[config.mk]
export PLATFORM = sky130hd
export DESIGN_NAME = pc_fetch_unit
export DESIGN_NICKNAME = d
export VERILOG_FILES = /design/src/rtl/pc_fetch_unit.sv
export SDC_FILE = /design/constraint.sdc
export NUM_CORES = 1
export LEC_CHECK = 0
export ABC_AREA = 1
export ABC_CLOCK_PERIOD_IN_PS = 4000
export BUFFER_PORTS_ARGS = -buffer_cell sky130_fd_sc_hd__buf_4
export CAP_MARGIN = 5
export CORE_MARGIN = 10
export CORE_UTILIZATION = 40
export CTS_CLUSTER_DIAMETER = 40
export CTS_CLUSTER_SIZE = 10
export DETAILED_ROUTE_END_ITERATION = 8
export HOLD_SLACK_MARGIN = 0.08
export PLACE_DENSITY = 0.74
export SYNTH_ARGS = -nofsm -noshare
export SYNTH_HDL_FRONTEND = slang
export SYNTH_SLANG_ARGS = --single-unit
[constraint.sdc]
create_clock -name clk -period 4 [get_ports clk]
set_clock_uncertainty 0.15 [all_clocks]
set_input_delay 0.4 -clock clk [delete_from_list [all_inputs] [get_ports clk]]
set_output_delay 0.4 -clock clk [all_outputs]
set_load 0.01 [all_outputs]
[src/rtl/pc_fetch_unit.sv]
// pc_fetch_unit: PC register + imem req/ack fetch FSM; ports clk/rst, PC_result/stall in, imem_req/addr/ack/rdata bus, Instruction/inst_valid/PC/PC_next/bus_err/misalign out; option PC_MISALIGN_TRAP_EN
module pc_fetch_unit #(
  parameter logic [31:0] RESET_PC = 32'h0000_0000,
  parameter logic [31:0] TRAP_PC  = 32'h0000_0080,
  parameter int          WAIT_MAX = 16
) (
  input  logic        clk,
  input  logic        rst,
  input  logic [31:0] PC_result,
  input  logic        stall,
  output logic        imem_req,
  output logic [31:0] imem_addr,
  input  logic        imem_ack,
  input  logic [31:0] imem_rdata,
  output logic [31:0] Instruction,
  output logic        inst_valid,
  output logic [31:0] PC,
  output logic [31:0] PC_next,
  output logic        bus_err,
  output logic        misalign
);
  typedef enum logic [1:0] {RESET, FETCH, EXEC, ERROR} state_t;
  state_t state, state_n;
  logic [7:0] cnt, cnt_n;
  logic [31:0] pc_n, inst_n, target;
  logic valid_n, err_n, bad;
`ifdef PC_MISALIGN_TRAP_EN
  localparam logic TRAP_EN = 1'b1;
`else
  localparam logic TRAP_EN = 1'b0;
`endif
  assign imem_addr = PC;
  assign PC_next = PC + 32'd4;
  assign bad = TRAP_EN && (PC_result[1:0] != 2'b00);
  assign target = bad ? TRAP_PC : {PC_result[31:2], 2'b00};
  always_comb begin
    state_n = state;
    cnt_n = cnt;
    pc_n = PC;
    inst_n = Instruction;
    valid_n = inst_valid;
    err_n = bus_err;
    case (state)
      RESET: state_n = FETCH;
      FETCH: begin
        if (imem_ack) begin
          inst_n = imem_rdata;
          valid_n = 1'b1;
          cnt_n = 8'd0;
          state_n = EXEC;
        end else if (cnt == 8'(WAIT_MAX - 1)) begin
          err_n = 1'b1;
          cnt_n = 8'd0;
          state_n = ERROR;
        end else begin
          cnt_n = cnt + 8'd1;
        end
      end
      EXEC: begin
        if (!stall) begin
          pc_n = target;
          inst_n = 32'h0;
          valid_n = 1'b0;
          state_n = FETCH;
        end
      end
      default: state_n = ERROR;
    endcase
  end
  always_ff @(posedge clk) begin
    if (rst) begin
      state <= RESET;
      cnt <= 8'd0;
      PC <= RESET_PC;
      Instruction <= 32'h0;
      inst_valid <= 1'b0;
      imem_req <= 1'b0;
      bus_err <= 1'b0;
    end else begin
      state <= state_n;
      cnt <= cnt_n;
      PC <= pc_n;
      Instruction <= inst_n;
      inst_valid <= valid_n;
      imem_req <= state_n == FETCH;
      bus_err <= err_n;
    end
  end
`ifdef PC_MISALIGN_TRAP_EN
  always_ff @(posedge clk) begin
    misalign <= !rst && state == EXEC && !stall && bad;
  end
`else
  assign misalign = 1'b0;
`endif
endmodule
# Word level (Yosys, flattened, before mapping)
# Index checks and enable logic that the tools add are counted.
# totals
out_inout_bits	132
wordCells	34
reg_bits	75
# op_classes
n_addsub	2
bitwise_logic	2
eq_ne	6
n_mux	12
n_reduce_logical	5
# op_table
cell	n
32-bit 2-to-1 mux	2
32-bit case mux with 2 select lines	1
32-bit by 3-bit adder with 32-bit output (second input constant)	1
8-bit 2-to-1 mux	2
8-bit by 1-bit adder with 8-bit output (second input constant)	1
8-bit by 4-bit equality test with 1-bit output (second input constant)	1
2-bit 2-to-1 mux	3
2-bit case mux with 3 select lines	1
3-bit AND reduction	2
2-bit by 1-bit equality test with 1-bit output (second input constant)	2
2-bit inequality test (second input constant)	2
2-bit equality test (second input constant)	1
2-bit logical NOT	1
1-bit 2-to-1 mux	2
1-bit NOT	2
1-bit case mux with 2 select lines	1
2-bit AND reduction	1
2-bit nonzero test	1

# Longest topological paths before layout
# Gate-level depths: netlist (run 1).
# logic_depth
depth_word	5
depth_mapped	9
mapped_depth_nobuf	9

# Least setup slack after synthesis (run 1)
# No wires, ideal clock.
# synth_timing
path_kind	reg2out
start	register PC[3]
end	output port PC_next[20]
required_ns	3.450
path_stages_with_launch	8
t_arrival_ns	1.413
path_slack_ns	2.037
path_buffers	0
path_cell_list	dfxtp_1 ha_1 nand3_1 inv_1 nand2_1 nor2_1 nand2_1 xor2_1
# synth_between
elab_chain_len	1
# synth_lines
item	line	source
from (decl)	17	output logic [31:0] PC,
from (signal assigned)	82	PC <= pc_n;
32-bit by 3-bit adder with 32-bit output	33	assign PC_next = PC + 32'd4;
to (decl)	18	output logic [31:0] PC_next,
# No other way between the ends.

# Final worst setup path (run 1)
# Ends and elaborated chain as after synthesis.

==> results of run 1 <==
cells in the mapped netlist, types with 8 or more instances:
master    count
nand3_2       8
clkbuf_1     12
buf_4        40
a21oi_2       9
xor2_1       18
nor2_1       69
o21ai_0      33
dfxtp_1      75
nand3_1      41
nand2_1     129
inv_1        42
a21oi_1      58
per-layer routing:
layer / vias up / part of all wire / wire, microns / track usage
met5: - / 0 / 0 / 0
met4: 0 / 0.013 / 175 / 0.0430
met3: 15 / 0.11 / 1490 / 0.0802
met2: 171 / 0.49 / 6750 / 0.328
met1: 1903 / 0.39 / 5390 / 0.197
li1: 2086 / - / - / -
cell type report:
type | count | area, sq um
Tap cell | 133 | 166
Clock buffer | 9 | 124
Clock inverter | 7 | 105
Multi-Input combinational cell | 394 | 1910
Sequential cell | 75 | 1500
Fill cell | 973 | 4320
Timing Repair Buffer | 191 | 1430
Inverter | 47 | 178
tightest hold or removal path, delay by kind of cell:
kind                   cells  cell delay [ps]
AO/OA/AOI/OAI              1               50
AND/OR/NAND/NOR            1               70
buffers and inverters      1               70
cell families (layout without fill, tap and decap cells):
kind of cell / Yosys count / count (layout) / synth area share
adders and majority gates: 2 / 2 / 0.00630
xor gates and xnor gates: 19 / 19 / 0.0419
other: 1 / 7 / 0.000944
AOI/OAI and AO/OA: 104 / 104 / 0.140
DFF: 75 / 75 / 0.378
buffers and inverters: 108 / 254 / 0.148
and+or+nand+nor: 262 / 262 / 0.285
per-stage QoR:
stage	total power, mW	cell area [sq um]	instances
detailed placement	1.10	5180	840
global placement	1.10	5180	840
floorplan	0.970	4000	577
global route	1.85	5410	856
CTS	1.79	5410	856
finish	1.77	5410	856
how the worst min path moves through the flow:
stage / startpoint / to / cells past startpoint
floorplan: cnt[1] / cnt[1] / 2
global placement: Instruction[14] / Instruction[14] / 2
detailed placement: Instruction[19] / Instruction[19] / 2
CTS: imem_rdata[5] / Instruction[5] / 3
global route: imem_rdata[8] / Instruction[8] / 3
finish: imem_rdata[5] / Instruction[5] / 3
power by group through the flow:
stage / clock, mW / sequential (mW) / combinational [mW]
2_1_floorplan: 0 / 0.836 / 0.134
3_3_place_gp: 0 / 0.826 / 0.271
3_5_place_dp: 0 / 0.827 / 0.276
4_1_cts: 0.701 / 0.811 / 0.276
5_1_grt: 0.737 / 0.816 / 0.299
6_report: 0.686 / 0.811 / 0.272
registers in the layout (all words and copies together) (netlist names):
signal / cells
state: 2
bus_err: 1
cnt: 8
inst_valid: 1
Instruction: 32
PC: 30
imem_req: 1
cells in the final DEF (no fill, tap or decap), drive strengths merged:
cell type / n
nor2: 70
nand4: 5
inv: 50
nand3: 49
clkinvlp: 1
xnor2: 1
bufinv: 2
dfxtp: 75
o21ai: 36
a21oi: 67
buf: 191
nand3b: 1
o21bai: 1
clkbuf: 9
ha: 2
clkinv: 1
xor2: 18
conb: 7
nor3b: 1
nand2: 133
nor3: 3
==> results.toml, run 1 <==
[floorplan]
die_x_microns = 120
rows = 36
die_h_microns = 120
core_area_sq_um = 9730
dieArea_sq_um = 14300
initial_core_util = 0.408
boundaryPins = 200

[logic_synthesis]
synth_area_leaders = "dfxtp_1 38%, nand2_1 12%, buf_4 7.6%, a21oi_1 7.3%, nor2_1 6.5%"
ys_seq_elements = 75
synth_cell_type_count = 31
ys_warn_count = 0
synth_top_area_frac = 0.378
yosysSeqAreaShare = 0.378
ys.flop_type = "dfxtp_1"
yosys.area.top_type = "dfxtp_1"
synth_edf_count = 0
synthesis.area_sq_um = 3970
syn_area_per_cell_sq_um = 6.96
syn_inst = 571
synthArstFlopShare = 0

[clock_tree]
clkLatencyLatePin_ps = 340
clockRootBuffer = "clkbuf_8"
clk_pin_slew_ps = 90
cts_setup_buffers = 0
cts_inserted_buffers = 9
clockBufferDepth = 2
clock_sinks = 75
htreeDepth = 3
cts_resized = 0
cts_tree = "done"
cts_hold_buffers = 0

[global_route]
grt_first_pass_wirelength_mm = 21.7
antenna_found_initial = 0
overflow = 0
grt_pass1_vias = 4226
grt_max_degree = 53
grt_usage = 0.185

[sta]
setup-violations-final = 0
layout_setup_ws_ps = 1320
fmax_ghz = 0.373
min_period_over_period = 0.671
slew_headroom = 0.311
final_max_slew_viol_count = 0
hold_violations = 0
holdWs_ps = 125
grt_setup_unrepaired = "false"
worst_pin_slew_ps = 1030
fin_crit_ps = 2680
tns_ps = 0

[drt]
drc = 0
dr.pass1.iters = 4
ant_nets = 0
drt_iter0_drc = 236
viasPerCell = 4.88
routed_wl_mm = 13.8
vias = 4175
routedWlPerCell_microns = 16.1

[power]
leakage_nw = 2.43
power.density_nw_per_um2 = 327
switching_share = 0.280
p_seq_frac = 0.458
intPower_mw = 1.27
peakVddDrop_mv = 0.212
switchingPower_uw = 496
clock_power_share = 0.388
power_frac_comb = 0.154

[critical_path]
startpoint = "PC[3]"
path_depth = 8
arrival_ps = 2130
setup.worst_path.end = "PC_next[20]"
required_ps = 3450
cpPeakStageDelay_ps = 460
r2r-start = "state[0]"
path_max_fanout = 6
path_common_cell = "nand2_1"
critPathLaunchType = "flip-flop"
crit_family = "simple AND/OR/NAND/NOR gates"
critPathBufInv = 2
r2r_end = "Instruction[10]"
worstSetupPathType = "reg2out"
worst_path_max_delay_cell = "dfxtp_1"
worst-r2r-cell-count = 6
cp_cell_sequence = "ha_1, nand3_1, inv_1, nand2_1, nor2_1, nand2_1, xor2_1, buf_4"
regToRegSetupSlack_ps = 1670
worstSetupEndpointType = "primary output"

[final_layout]
drive_gt1_frac = 0.325
final_nets = 788
fin_util = 0.556
area_growth_pct = 36.2
antenna_cells = 0

[place]
dpl.hpwl_mm = 10.6
pre_cts_slack_ps = 1640
gp_congestion = 0.904
portBuffers = 190

[run_status]
status = "finished, final reports clean"

[flow_run]
maxCapViolations = 0

[min_path]
min_path_type = "in2reg"
(Power assumes the default switching activity.)
==> inputs of run 2 (changes only) <==
--- a/config.mk
+++ b/config.mk
@@ -6,7 +6,7 @@
 export NUM_CORES = 1
 export LEC_CHECK = 0
 export ABC_AREA = 1
-export ABC_CLOCK_PERIOD_IN_PS = 4000
+export ABC_CLOCK_PERIOD_IN_PS = 2200
 export BUFFER_PORTS_ARGS = -buffer_cell sky130_fd_sc_hd__buf_4
 export CAP_MARGIN = 5
 export CORE_MARGIN = 10
@@ -15,7 +15,7 @@
 export CTS_CLUSTER_SIZE = 10
 export DETAILED_ROUTE_END_ITERATION = 8
 export HOLD_SLACK_MARGIN = 0.08
-export PLACE_DENSITY = 0.74
+export PLACE_DENSITY = 0.76
 export SYNTH_ARGS = -nofsm -noshare
 export SYNTH_HDL_FRONTEND = slang
 export SYNTH_SLANG_ARGS = --single-unit
==> constraint.sdc (replaced) <==
create_clock -name clk -period 2.2 [get_ports clk]
set_clock_uncertainty 0.15 [all_clocks]
set_input_delay 0.22 -clock clk [delete_from_list [all_inputs] [get_ports clk]]
set_output_delay 0.22 -clock clk [all_outputs]
set_load 0.01 [all_outputs]
==> run 2 against run 1 <==
Net effect: utilization rose by 8.7 points; register-to-register slack worse by 1400 ps; combinational power grew 130%; count of clock-buffer cells in the layout stayed put; worst setup slack worse by 1200 ps; die area unchanged; global-route usage up 1.8 points; first-iteration DRC count grew 13%; sequential share of layout area shrank 3.3 points; cell area increased by 16%; largest power group unchanged; sequential power increased by 81%; highest routed layer unchanged; via count up 11%.
==> results.toml, run 2 (synthesis gave the netlist of run 1 again) <==
[critical_path]
worstSetupEndpointType = "primary output"
worstSetupPathType = "reg2out"
critPathLaunchType = "flip-flop"
path_max_fanout = 5
arrival_ps = 1750
required_ps = 1830

[drt]
drc = 0
ant_nets = 0
drt_iter0_drc = 266
routedWlPerCell_microns = 16.4
viasPerCell = 4.95
dr.pass1.iters = 5
vias = 4631
routed_wl_mm = 15.3

[final_layout]
nFillCells = 839
largest_reg_flops = 32
reg.largest.list = "Instruction: 32 flops, PC: 30 flops, cnt: 8 flops"
largest_register = "Instruction"
ff_latch_area_sq_um = 1530
area_growth_pct = 57.6
final_area_sq_um = 6260
final_cell_mix = "205 x buf_4, 127 x nand2_1, 64 x dlygate4sd3_1, 58 x nor2_1, 58 x a21oi_1"
multi_input_area_sq_um = 1980
mostFrequentLayoutCell = "buf_4"
final_nets = 866
drive_gt1_frac = 0.357

[power]
switching_share = 0.282
switchingPower_uw = 942
peakVddDrop_mv = 0.540
p_seq_frac = 0.440
clock_power_share = 0.375
power_frac_comb = 0.185
intPower_mw = 2.40
leakage_nw = 2.78
power.density_nw_per_um2 = 534

[sta]
fin_crit_ps = 2120
setup-violations-final = 0
fmax_ghz = 0.471
min_period_over_period = 0.966
hold_violations = 0
grt_setup_unrepaired = "true"
worst_pin_slew_ps = 557
final_max_slew_viol_count = 0
slew_headroom = 0.628
tns_ps = 0

[place]
postPlaceCellArea_sq_um = 5290
dpl.hpwl_mm = 10.9
gp_congestion = 0.885
portBuffers = 190

[clock_tree]
cts_setup_buffers = 0
clkLatencyLatePin_ps = 350
htreeDepth = 3
clock_sinks = 75
clockBufferDepth = 2
cts_inserted_buffers = 9
cts_tree = "done"
clk_pin_slew_ps = 90
clockRootBuffer = "clkbuf_8"

[floorplan]
dieArea_sq_um = 14300
rows = 36
die_h_microns = 120
core_area_sq_um = 9730
die_x_microns = 120
initial_core_util = 0.408
boundaryPins = 200

[global_route]
grt_usage = 0.203
grt_max_degree = 52
antenna_found_initial = 1
overflow = 0
grt_first_pass_wirelength_mm = 24.0
grt_pass1_vias = 4756

[run_status]
status = "finished, final reports clean"

[min_path]
min_path_type = "in2reg"

[flow_run]
maxCapViolations = 0
-- run 2: changes by cell type in the layout (fill, tap and decap cells not counted), moves of 9 or more --
cell / before / now
dfxtp_2: 0 / 17
dlygate4sd3_1: 0 / 64
nor2_2: 1 / 10
buf_4: 191 / 205
dfxtp_1: 75 / 56
nor2_1: 69 / 58
-- run 2: area by class of cell --
type,instances,area share
clock inverter,7,0.0170
inverter,47,0.0284
antenna,1,0.000400
sequential,75,0.244
tap,133,0.0266
clock buffer,9,0.0198
timing repair buffer,269,0.348
multi-input combinational,394,0.315
-- run 2: stage by stage --
stage | total power [mW] | setup slack (ps) | hold slack [ps] | std cells | util
6_report | 3.34 | 75.6 | 103 | 935 | 0.644
5_1_grt | 3.50 | -81.3 | 90.3 | 935 | 0.644
4_1_cts | 3.36 | 2.43 | 80.8 | 934 | 0.635
3_5_place_dp | 2.01 | 269 | 305 | 854 | 0.544
3_3_place_gp | 2.00 | 283 | 297 | 854 | 0.544
2_1_floorplan | 1.76 | 417 | 209 | 577 | -
-- run 2: metal layers --
metal | GRT usage | up-vias | routed length, microns
li1 | - | 2236 | -
met1 | 0.213 | 2134 | 5740
met2 | 0.360 | 226 | 7480
met3 | 0.0816 | 35 | 1610
met4 | 0.0694 | 0 | 497
met5 | 0 | - | 0
-- run 2: worst max-delay path, stage by stage (launching register included) --
cell and delay [ps]:
dfxtp_2 370, buf_4 140, nand3_2 150, nor2_2 230, nand2_1 90, o21ai_0 180
nand2_1 80, buf_4 150
-- run 2: repair_timing --
| action | CTS | global route |
|---|---|---|
| hold buffers | 64 | 0 |
| pin swaps | 0 | 2 |
| hold endpoints to repair | 62 | 0 |
| resized for setup | 10 | 33 |
| setup endpoints to repair | 11 | 19 |
-- run 2: power by group through the flow --
stage / Clock (mW) / Combinational [mW] / Sequential (mW)
finish: 1.26 / 0.617 / 1.47
global route: 1.35 / 0.667 / 1.48
CTS: 1.28 / 0.609 / 1.47
detailed placement: 0 / 0.515 / 1.50
global placement: 0 / 0.508 / 1.50
floorplan: 0 / 0.245 / 1.52
-- run 2: final timing paths --
check	from	to	slack, ps	cells past startpoint
min	imem_ack	Instruction[17]	100	3
min reg2reg	inst_valid	inst_valid	320	2
max reg2reg	state[1]	Instruction[16]	270	8
max	PC[3]	PC_next[19]	80	7
==> inputs of run 3 (changes only) <==
--- a/config.mk
+++ b/config.mk
@@ -10,12 +10,12 @@
 export BUFFER_PORTS_ARGS = -buffer_cell sky130_fd_sc_hd__buf_4
 export CAP_MARGIN = 5
 export CORE_MARGIN = 10
-export CORE_UTILIZATION = 40
+export CORE_UTILIZATION = 25
 export CTS_CLUSTER_DIAMETER = 40
 export CTS_CLUSTER_SIZE = 10
 export DETAILED_ROUTE_END_ITERATION = 8
 export HOLD_SLACK_MARGIN = 0.08
-export PLACE_DENSITY = 0.76
+export PLACE_DENSITY = 0.53
 export SYNTH_ARGS = -nofsm -noshare
 export SYNTH_HDL_FRONTEND = slang
 export SYNTH_SLANG_ARGS = --single-unit
==> run 3 against run 2 <==
Net effect: global-route usage down 6.1 points; count of clock-buffer cells in the layout unchanged; first-iteration DRC count is 33% lower; total power rose by 7.2%; sequential share of layout area fell by 0.81 points; sequential power barely moved; largest cell class unchanged; largest power group is now clock.
==> results.toml, run 3 (synthesis gave the netlist of run 1 again) <==
[final_layout]
largest_register = "Instruction"
mostFrequentLayoutCell = "buf_4"
reg.largest.list = "Instruction: 32 flops, PC: 30 flops, cnt: 8 flops"
final_nets = 866
nFillCells = 1661
ff_latch_area_sq_um = 1520
largest_reg_flops = 32
area_growth_pct = 62.1
final_area_sq_um = 6440
final_cell_mix = "207 x buf_4, 127 x nand2_1, 62 x dlygate4sd3_1, 61 x dfxtp_1, 58 x a21oi_1"
fin_util = 0.410
drive_gt1_frac = 0.358
multi_input_area_sq_um = 2000

[power]
p_seq_frac = 0.411
switching_share = 0.291
total_power_mw = 3.58
switchingPower_mw = 1.04
clock_power_share = 0.417
intPower_mw = 2.54
power_frac_comb = 0.172
peakVddDrop_mv = 0.421
power.density_nw_per_um2 = 557
leakage_nw = 2.80

[clock_tree]
clockBufferDepth = 2
clockRootBuffer = "clkbuf_16"
clk_pin_slew_ps = 70
cts_inserted_buffers = 9
cts_tree = "done"
htreeDepth = 3
clock_sinks = 75
cts_setup_buffers = 0
clkLatencyLatePin_ps = 350

[drt]
dr.pass1.iters = 4
routedWlPerCell_microns = 15.4
viasPerCell = 4.24
drc = 0
routed_wl_mm = 15.7
drt_iter0_drc = 178
ant_nets = 0
vias = 4330

[place]
portBuffers = 190
dpl.hpwl_mm = 11.8
pre_cts_slack_ps = 231
postPlaceCellArea_sq_um = 5410
gp_congestion = 0.876

[floorplan]
rows = 46
die_h_microns = 146
initial_core_util = 0.253
die_x_microns = 146
boundaryPins = 200
core_area_sq_um = 15700
dieArea_sq_um = 21300

[global_route]
grt_max_degree = 53
grt_usage = 0.142
grt_first_pass_wirelength_mm = 24.5
antenna_found_initial = 4
grt_pass1_vias = 4431
overflow = 0

[critical_path]
critPathLaunchType = "flip-flop"
worstSetupPathType = "reg2out"
arrival_ps = 1720
required_ps = 1830
path_max_fanout = 4
worstSetupEndpointType = "primary output"

[sta]
layout_setup_ws_ps = 106
grt_setup_unrepaired = "true"
final_max_slew_viol_count = 0
tns_ps = 0
hold_violations = 0
min_period_over_period = 0.952
setup-violations-final = 0
fmax_ghz = 0.478
fin_crit_ps = 2090

[flow_run]
maxCapViolations = 0

[min_path]
min_path_type = "in2reg"

[run_status]
status = "finished, final reports clean"
-- run 3: cell count changes in the layout (fill, tap and decap cells not counted), sizes merged --
cell / delta
diode: +3
clkinv: -1
inv: +2
dlygate4sd3: -2
clkinvlp: +1
buf: +2
bufinv: -2
-- run 3: metrics by stage --
stage          hold WS, ps  instances
2_1_floorplan          209        577
3_3_place_gp           297        939
3_5_place_dp           304        939
4_1_cts               83.0       1017
5_1_grt                103       1021
6_report               105       1021
-- run 3: power groups by stage --
| stage | sequential [mW] | clock (mW) | combinational, mW |
|---|---|---|---|
| 6_report | 1.47 | 1.50 | 0.617 |
| 5_1_grt | 1.48 | 1.59 | 0.676 |
| 4_1_cts | 1.47 | 1.54 | 0.623 |
| 3_5_place_dp | 1.50 | 0 | 0.530 |
| 3_3_place_gp | 1.50 | 0 | 0.529 |
| 2_1_floorplan | 1.52 | 0 | 0.245 |
-- run 3: layout make-up --
cell class,count,share of cell area
timing repair buffer,269,0.338
sequential,75,0.236
tap,216,0.0420
clock inverter,7,0.0101
multi-input combinational,394,0.310
antenna,4,0.00155
clock buffer,9,0.0350
inverter,47,0.0276
-- run 3: final timing paths --
path / start / to / depth (start not counted) / slack, ps
worst max register to register: state[1] / Instruction[10] / 9 / 620
worst min-delay path: imem_ack / Instruction[22] / 3 / 100
worst max-delay path: PC[2] / PC_next[20] / 8 / 110
worst min register to register: Instruction[16] / Instruction[16] / 2 / 320
-- run 3: routing by layer --
metal,share of wire,vias to the layer above,GRT usage
met4,0.0051,0,0.0250
met1,0.44,1935,0.167
met5,0,-,0
met2,0.46,145,0.230
li1,-,2241,-
met3,0.095,9,0.0714
-- run 3: worst max-delay path, stage by stage, from the launching register on --
cell and delay (ps):
dfxtp_1 330, ha_2 230, nand3_4 120, inv_2 80, nand2_2 120, nor2_4 140, nand2_1 70, xor2_1 140
buf_4 140
-- run 3: what timing repair did --
action | CTS | global route
endpoints found under the hold margin | 62 | 0
hold buffers | 62 | 0
pin swaps | 0 | 1
endpoints found under the setup margin | 16 | 19
gates cloned | 0 | 0
resized for setup | 12 | 30
